**config.mk**
```make
export PLATFORM = sky130hd
export DESIGN_NAME = adc_tone_meter
export DESIGN_NICKNAME = d
export VERILOG_FILES = /design/src/rtl/adc_tone_meter.sv
export SDC_FILE = /design/constraint.sdc
export NUM_CORES = 1
export LEC_CHECK = 0
export CAP_MARGIN = 20
export CORE_AREA = 2 2 193 195
export CTS_BUF_LIST = sky130_fd_sc_hd__clkbuf_4 sky130_fd_sc_hd__clkbuf_8 sky130_fd_sc_hd__clkbuf_16
export CTS_CLUSTER_SIZE = 8
export DETAILED_ROUTE_END_ITERATION = 6
export DIE_AREA = 0 0 195 197
export SYNTH_ARGS = -nofsm -noshare
export SYNTH_HDL_FRONTEND = slang
export SYNTH_SLANG_ARGS = --single-unit
```
**constraint.sdc**
```tcl
create_clock -name clk -period 6.3 [get_ports clk]
set_clock_uncertainty 0.2 [all_clocks]
set_input_delay 1.26 -clock clk [delete_from_list [all_inputs] [get_ports clk]]
set_output_delay 1.26 -clock clk [all_outputs]
set_load 0.01 [all_outputs]
```
**src/rtl/adc_tone_meter.sv**
```systemverilog
// Receive-side tone meter: reciprocal-counts hysteresis-qualified rising crossings
// inside a fixed gate and reports frequency (DDS fword units) and peak-to-peak amplitude.
module adc_tone_meter #(
  parameter int ADC_WIDTH = 12,
  parameter int GATE_LOG2 = 12,
  parameter int HYST      = 16
) (
  input  logic                 clk,
  input  logic                 rst,
  input  logic                 enable,
  input  logic                 adc_valid,
  input  logic [ADC_WIDTH-1:0] adc_data,
  output logic                 meas_valid,
  output logic [31:0]          fword_out,
  output logic [ADC_WIDTH:0]   ppk_out,
  output logic [GATE_LOG2-1:0] cross_count,
  output logic                 no_signal,
  output logic                 busy
);

  localparam int W = ADC_WIDTH;
  localparam int G = GATE_LOG2;

  localparam logic signed [W-1:0] HYST_P  = W'(HYST);
  localparam logic signed [W-1:0] HYST_N  = -HYST_P;
  localparam logic signed [W-1:0] S_MOST_NEG = {1'b1, {(W-1){1'b0}}};
  localparam logic signed [W-1:0] S_MOST_POS = {1'b0, {(W-1){1'b1}}};

  // Handshake: adc_valid marks one sample per cycle with no backpressure;
  // meas_valid is a one-cycle pulse and the result outputs hold until the next pulse.

  typedef enum logic [1:0] {IDLE, GATE, DIV, DONE} state_t;
  state_t state;

  logic [G-1:0]          t_cnt;
  logic [G-1:0]          n_cnt;
  logic [G-1:0]          t_first;
  logic [G-1:0]          t_last;
  logic                  armed;
  logic signed [W-1:0]   s_max;
  logic signed [W-1:0]   s_min;
  logic                  seen;
  logic [G-1:0]          div_r;
  logic [G-1:0]          div_d;
  logic [31:0]           div_q;
  logic [4:0]            div_cnt;
  logic                  div_skip;

  logic signed [W-1:0]   s;
  logic                  sample_low;
  logic                  sample_high;
  logic                  crossing;
  logic                  gate_end;
  logic                  start_gate;
  logic [G-1:0]          n_nxt;
  logic [G-1:0]          tfirst_nxt;
  logic [G-1:0]          tlast_nxt;
  logic [G:0]            div_r2;
  logic                  div_ge;
  logic [G-1:0]          div_sub;
  logic [W:0]            ppk_full;

  // Offset-binary to two's complement is just an MSB flip.
  assign s = $signed({~adc_data[W-1], adc_data[W-2:0]});

  always_comb begin
    sample_low  = adc_valid && (s < HYST_N);
    sample_high = adc_valid && (s >= HYST_P);
    crossing    = (state == GATE) && armed && sample_high;
    gate_end    = (t_cnt == {G{1'b1}});
    start_gate  = enable && ((state == IDLE) || (state == DONE));

    n_nxt      = n_cnt;
    tfirst_nxt = t_first;
    tlast_nxt  = t_last;
    if (crossing) begin
      if (n_cnt != {G{1'b1}}) begin
        n_nxt = n_cnt + 1'b1;
      end
      tlast_nxt = t_cnt;
      if (n_cnt == '0) begin
        tfirst_nxt = t_cnt;
      end
    end

    // Remainder stays below the divisor, so it always fits in G bits.
    div_r2   = {div_r, 1'b0};
    div_ge   = (div_r2 >= {1'b0, div_d});
    div_sub  = div_r2[G-1:0] - div_d;
    ppk_full = {s_max[W-1], s_max} - {s_min[W-1], s_min};
  end

  always_ff @(posedge clk or posedge rst) begin
    if (rst) begin
      state       <= IDLE;
      meas_valid  <= 1'b0;
      fword_out   <= '0;
      ppk_out     <= '0;
      cross_count <= '0;
      no_signal   <= 1'b0;
      busy        <= 1'b0;
      t_cnt       <= '0;
      n_cnt       <= '0;
      t_first     <= '0;
      t_last      <= '0;
      armed       <= 1'b0;
      s_max       <= '0;
      s_min       <= '0;
      seen        <= 1'b0;
      div_r       <= '0;
      div_d       <= '0;
      div_q       <= '0;
      div_cnt     <= '0;
      div_skip    <= 1'b0;
    end else begin
      meas_valid <= 1'b0;

      case (state)
        IDLE: begin
          busy <= 1'b0;
        end

        GATE: begin
          if (!enable) begin
            state <= IDLE;
            busy  <= 1'b0;
          end else begin
            t_cnt   <= t_cnt + 1'b1;
            n_cnt   <= n_nxt;
            t_first <= tfirst_nxt;
            t_last  <= tlast_nxt;
            if (sample_low) begin
              armed <= 1'b1;
            end else if (crossing) begin
              armed <= 1'b0;
            end
            if (adc_valid) begin
              seen <= 1'b1;
              if (s > s_max) s_max <= s;
              if (s < s_min) s_min <= s;
            end
            // Load the divider from the post-update values so a crossing
            // on the final gate cycle is included.
            if (gate_end) begin
              state    <= DIV;
              div_cnt  <= '0;
              div_q    <= '0;
              div_skip <= (n_nxt < G'(2));
              div_r    <= n_nxt - 1'b1;
              div_d    <= tlast_nxt - tfirst_nxt;
            end
          end
        end

        DIV: begin
          if (!enable) begin
            state <= IDLE;
            busy  <= 1'b0;
          end else begin
            if (!div_skip) begin
              div_r <= div_ge ? div_sub : div_r2[G-1:0];
              div_q <= {div_q[30:0], div_ge};
            end
            div_cnt <= div_cnt + 1'b1;
            if (div_cnt == 5'd31) begin
              state <= DONE;
              busy  <= 1'b0;
            end
          end
        end

        DONE: begin
          fword_out   <= div_skip ? 32'd0 : div_q;
          ppk_out     <= seen ? ppk_full : '0;
          cross_count <= n_cnt;
          no_signal   <= div_skip;
          meas_valid  <= 1'b1;
          state       <= IDLE;
          busy        <= 1'b0;
        end

        default: begin
          state <= IDLE;
          busy  <= 1'b0;
        end
      endcase

      // Gate (re)start from IDLE or straight out of DONE; overrides the case above.
      if (start_gate) begin
        state   <= GATE;
        busy    <= 1'b1;
        t_cnt   <= '0;
        n_cnt   <= '0;
        t_first <= '0;
        t_last  <= '0;
        armed   <= 1'b0;
        seen    <= 1'b0;
        s_max   <= S_MOST_NEG;
        s_min   <= S_MOST_POS;
      end
    end
  end

endmodule

```
Word-level counts from Yosys, hierarchy flattened

Cells that the tools add are included.

Add/subtract/negate cells: 7
Order comparisons: 6
Equality and inequality tests: 13
Multiplexer cells: 65
Bitwise gates (word level): 1
Reduce and logical (&&, ||, !) cells: 27

Operators by type and width:

| cell                    | count |
|---|---|
| $mux W12                | 32 |
| $mux W32                | 5 |
| $pmux W32 S2            | 1 |
| $add A12 B1 Y12 const B | 2 |
| $pmux W12 S2            | 1 |
| $sub A12 B12 Y12        | 2 |
| $mux W5                 | 3 |
| $mux W1                 | 14 |
| $ge A13 B12 Y1          | 1 |
| $mux W13                | 1 |
| $sub A12 B12 Y13        | 1 |
| $eq A12 B12 Y1 const B  | 1 |
| $ge A12 B6 Y1 const B   | 1 |
| $gt A12 B12 Y1          | 1 |
| $logic_not A12 Y1       | 1 |
| $lt A12 B12 Y1          | 1 |
| $lt A12 B2 Y1 const B   | 1 |
| $lt A12 B5 Y1 const B   | 1 |
| $ne A12 B12 Y1 const B  | 1 |
| $reduce_and A3 Y1       | 4 |
| $reduce_and A4 Y1       | 3 |
| $reduce_bool A2 Y1      | 6 |
| $sub A12 B1 Y12 const B | 1 |
| $mux W2                 | 5 |
| other kinds (19)        | 29 |

Flip-flop bits (word level): 198
Input port bits: 16
Output and inout bits: 60
Word-level logic and storage cells: 139

Logic depth before layout (Yosys ltp)

Depth in word-level cells: 9
Gate-level depth with buffers: 19
Mapped depth without buffers: 17

Worst setup path after synthesis

Ideal clock, no wire load.

Kind: input port to flip-flop
From: input adc_data[5]
To: register div_d[8]
Setup time: 0.122 ns
Arrival time: 4.441 ns
Required time: 5.978 ns
Slack: 1.538 ns
Stages on the path: 15
Path buffers: 1
Cell sequence: or4_4 o21ai_2 buf_6 nor2_1 mux2_2 ha_1 inv_1 fa_1 a211o_1 a31oi_1 maj3_2 a211o_1 and3_4 mux2i_1 nand2_1

Longest elaborated chain between the ends: 5
Elaborated cells on any way between the ends: 6
Classes of those cells: add/sub (1); order compare (1); mux (2); reduce/logical (2)

Ends and longest elaborated chain:

| what                    | line | source |
|---|---|---|
| start, declared         | 12   | `input logic [ADC_WIDTH-1:0] adc_data,` |
| $ge A12 B6 Y1 (*)       | 68   | `sample_high = adc_valid && (s >= HYST_P);` |
| $logic_and A1 B1 Y1 (*) | 68   |  |
| $logic_and A1 B1 Y1 (*) | 69   | `crossing = (state == GATE) && armed && sample_high;` |
| $mux W12                | 76   | `if (crossing) begin` |
| $sub A12 B12 Y12 (*)    | 150  | `div_d <= tlast_nxt - tfirst_nxt;` |
| end signal, assigned    | 150  |  |
| end, declared           | 44   | `logic [G-1:0] div_d;` |

Every way passes the cells marked *; elsewhere a longest branch is shown, timed or not.
A chain may end at the register's enable or synchronous reset.

Worst setup path in the final report

From: input adc_data[4]
To: register div_d[11]

Same word-level chain as after synthesis.

==> key figures <==
Synth
  • FF+latch count, synth: 198
  • Post-synth ARST share: 1.00
  • Number of flops mapped to enable cells by yosys: 0
  • Post-Syn Nets: 1327
  • Synth Flop Type: dfrtp_1
  • Register area share after synthesis: 0.443
  • Cell area after synthesis: 11200 sq um
  • Post-synthesis cell type count: 70
  • Syn Inst Count: 1247
  • Mean post-synth cell area: 8.97 sq um
  • Ys Warns: 0

Power and ir drop
  • Int Pwr: 2620 uW
  • Leak: between 0.005 and 0.006 uW
  • Net Sw Frac: 0.356
  • Combinational fraction of design power: 0.342
  • Pwr per Cell Area: 312 nW/um^2
  • Peak supply drop: 0.210 mV
  • Seq pwr share: 0.379
  • Clk network pwr share: 0.280
  • P_sw: roughly 1400 uW

Timing
  • Final Hold Fails: 0
  • Relative slew slack: 0.437
  • Final worst path period need: 5.41 ns
  • Final setup viols: 0
  • Slew @ Worst Pin: 0.823 ns
  • Hold slack: 0.283 ns
  • Highest Clock Rate: 0.185 GHz
  • Fin Setup TNS: 0 ns
  • RSZ-0062 raised after global routing: false
  • Tcrit/Tclk final: 0.858
  • Final Max Slew Viols: 0

Cells and area
  • Finished Core Util: 0.360
  • Area delta synth->final: 16.5%
  • Nets: between 1000 and 1500
  • Fillers: 3741
  • Area of the multi-input gates: approximately 5600 sq um
  • Most frequent cells in the layout: nand2_1, dfrtp_1, o21ai_0
  • Layout cells sized above 1: 0.0705
  • Ant diodes: 0
  • Storage element area: 4950 sq um
  • Most common cell after layout, fill and taps aside: nand2_1

Die
  • Row Count: 70
  • CORE AREA: 36300 sq um
  • Die height: roughly 200 um
  • Die width: 195 um
  • DIE AREA: roughly 38000 sq um
  • # IOs: between 70 and 80
  • Initial Util: 0.309

Critical path
  • Arr. time, crit path: 5.53 ns
  • Slowest-stage cell, CP: clkdlybuf4s50_1
  • Worst R2R End: div_d[11]$_DFFE_PP0P_
  • CP most frequent cell: nor3_1
  • Worst path buffer plus inverter count: 1
  • Required time of the critical path: ~6.4 ns
  • Slack of the worst reg-to-reg path: 1.22 ns
  • Critical-path cell list: clkdlybuf4s50_1 > or3_1 > o21ai_2 > nor2_1 > mux2i_1 > ha_1 > nor2b_1 > nor3_1 > o32ai_1 > a211oi_1 > o31ai_1 > a21oi_1 > o211ai_1 > nand2_1 > nor4_1 > nor3_1
  • Largest stage delay on the critical path: 0.67 ns
  • FF-to-FF path depth: 17
  • Setup CP Type: in2reg
  • Critical path endpoint category: flop
  • Reg2reg start: n_cnt[0]$_DFFE_PP0P_
  • CP startpoint kind: input port
  • Max FO, Critical Path: 7
  • Worst path top cell family by delay: simple AND/OR/NAND/NOR gates

Drt
  • DRT Wirelength: 27.5 mm
  • DRT antenna net count: 0
  • Average wire per standard cell: approximately 15 um
  • Vias: between 9000 and 10000
  • DRC viols: 0
  • Ratio of routed vias to standard cells: 5.08
  • DRT Pass-1 Iters: 5
  • Initial detailed-routing violation count: a little under 500

Clocking
  • Worst skew pair latency: 0.44 ns
  • CTS tree: yes
  • H-tree Lvls: 4
  • Hold buffer count at cts: 0
  • CTS sink cnt: 198
  • Clock transition at path regs: 0.08 ns
  • PostCTS Resize Cnt: 0
  • Clk root buf: clkbuf_16
  • Longest Clk Path Bufs: 2
  • Post-CTS setup buffer count: 0
  • CTS buffer count: 17

Worst hold path
  • Hold_sp: t_last[6]$_DFFE_PP0P_
  • Worst Hold End: t_last[6]$_DFFE_PP0P_
  • Worst min-delay path category: reg2reg
  • Cells on Worst Hold Path: 2

Place
  • HPWL Detailed: ~19 mm
  • Port Buffers: between 70 and 80
  • Routability Congestion: 0.864

Flow run
  • Max Cap Violations: 0

Global routing
  • Total gr overflow: 0
  • Number of global-route vias before repair: 8533
  • Largest net degree at the start of global routing: 101
  • First-pass GRT wire length: ~45 mm
  • GRT Total Usage: 0.144
  • Initial antenna violation count: 0

Status
  • Status: completed
==> registers in the layout (all words and copies together) (netlist names) <==
name / cells
s_min: 12
fword_out: 32
seen: 1
s_max: 12
div_cnt: 5
meas_valid: 1
no_signal: 1
busy: 1
ppk_out: 13
state: 2
cross_count: 12
t_cnt: 12
n_cnt: 12
div_d: 12
div_r: 12
armed: 1
div_q: 32
t_last: 12
div_skip: 1
t_first: 12
==> cell usage after synthesis (16+ instances only) <==
master	instances	area, sq um
ha_1	61	763
nor3_1	23	115
a22o_1	32	280
xor2_1	17	149
nor2_1	53	199
mux2i_1	16	160
xnor2_1	29	254
a21oi_1	46	230
clkbuf_1	54	203
inv_1	113	424
dfrtp_1	198	4950
mux2_2	18	203
o22ai_1	18	113
nand3_1	26	130
o21ai_0	142	711
nand2_1	201	754
==> stage by stage <==
stage	cell area, sq um	power, uW	cells	setup WS, ns
2_1_floorplan	11200	2520	1247	1.54
3_3_place_gp	12400	2920	1740	0.570
3_5_place_dp	12400	2950	1740	0.523
4_1_cts	13000	4100	1772	0.977
5_1_grt	13000	4320	1773	0.596
6_report	13000	4060	1773	0.894
==> per-layer routing <==
metal / GRT usage / share of wire / vias up / wire (um)
met5: 0 / 0 / - / 0
met4: 0.0418 / 0.016 / 0 / 444
met3: 0.0255 / 0.043 / 24 / 1170
met2: 0.222 / 0.44 / 208 / 12200
met1: 0.208 / 0.50 / 4342 / 13700
li1: - / - / 4433 / -
==> how the worst max path moves through the flow <==
stage | endpoint | slack [ns] | start | cells past startpoint
after floorplan | div_d[8]$_DFFE_PP0P_ | 1.54 | adc_data[5] | 15
after detailed placement | div_d[11]$_DFFE_PP0P_ | 0.52 | adc_data[4] | 16
after global placement | div_d[11]$_DFFE_PP0P_ | 0.57 | adc_data[4] | 16
after CTS | div_d[11]$_DFFE_PP0P_ | 0.98 | adc_data[4] | 16
final | div_d[11]$_DFFE_PP0P_ | 0.89 | adc_data[4] | 16
after global routing | div_d[11]$_DFFE_PP0P_ | 0.60 | adc_valid | 16
==> power groups by stage <==
stage	clock network, uW	registers, uW	logic, uW
after global placement	0	1560	1360
after detailed placement	0	1560	1380
after global routing	1220	1560	1550
after CTS	1170	1540	1390
final	1140	1540	1390
after floorplan	0	1550	975
==> logic make-up (layout without fill, tap and decap cells) <==
kind of cell             Yosys count  in the layout  share of synthesized area
AO/OA/AOI/OAI                    350            350                      0.200
XOR/XNOR                          46             46                     0.0360
adder cells (fa/ha/maj)           65             65                     0.0746
buffers and inverters            180            238                     0.0618
flip-flops                       198            198                      0.443
multiplexers                      34             34                     0.0324
AND/OR/NAND/NOR                  374            374                      0.153
==> final cells by class <==
class / instances / share of cell area
Timing Repair Buffer: 93 / 0.0699
Multi-Input combinational cell: 869 / 0.426
Inverter: 113 / 0.0328
Clock inverter: 14 / 0.0125
Clock buffer: 18 / 0.0337
Tap cell: 468 / 0.0449
Sequential cell: 198 / 0.380
==> tightest hold or removal path, cell delays in order, from the launching register on <==
cell and delay (ns):
dfrtp_1 0.35, nand2_1 0.04, o21ai_0 0.06
No activity file was read; power rests on OpenSTA's default activity.
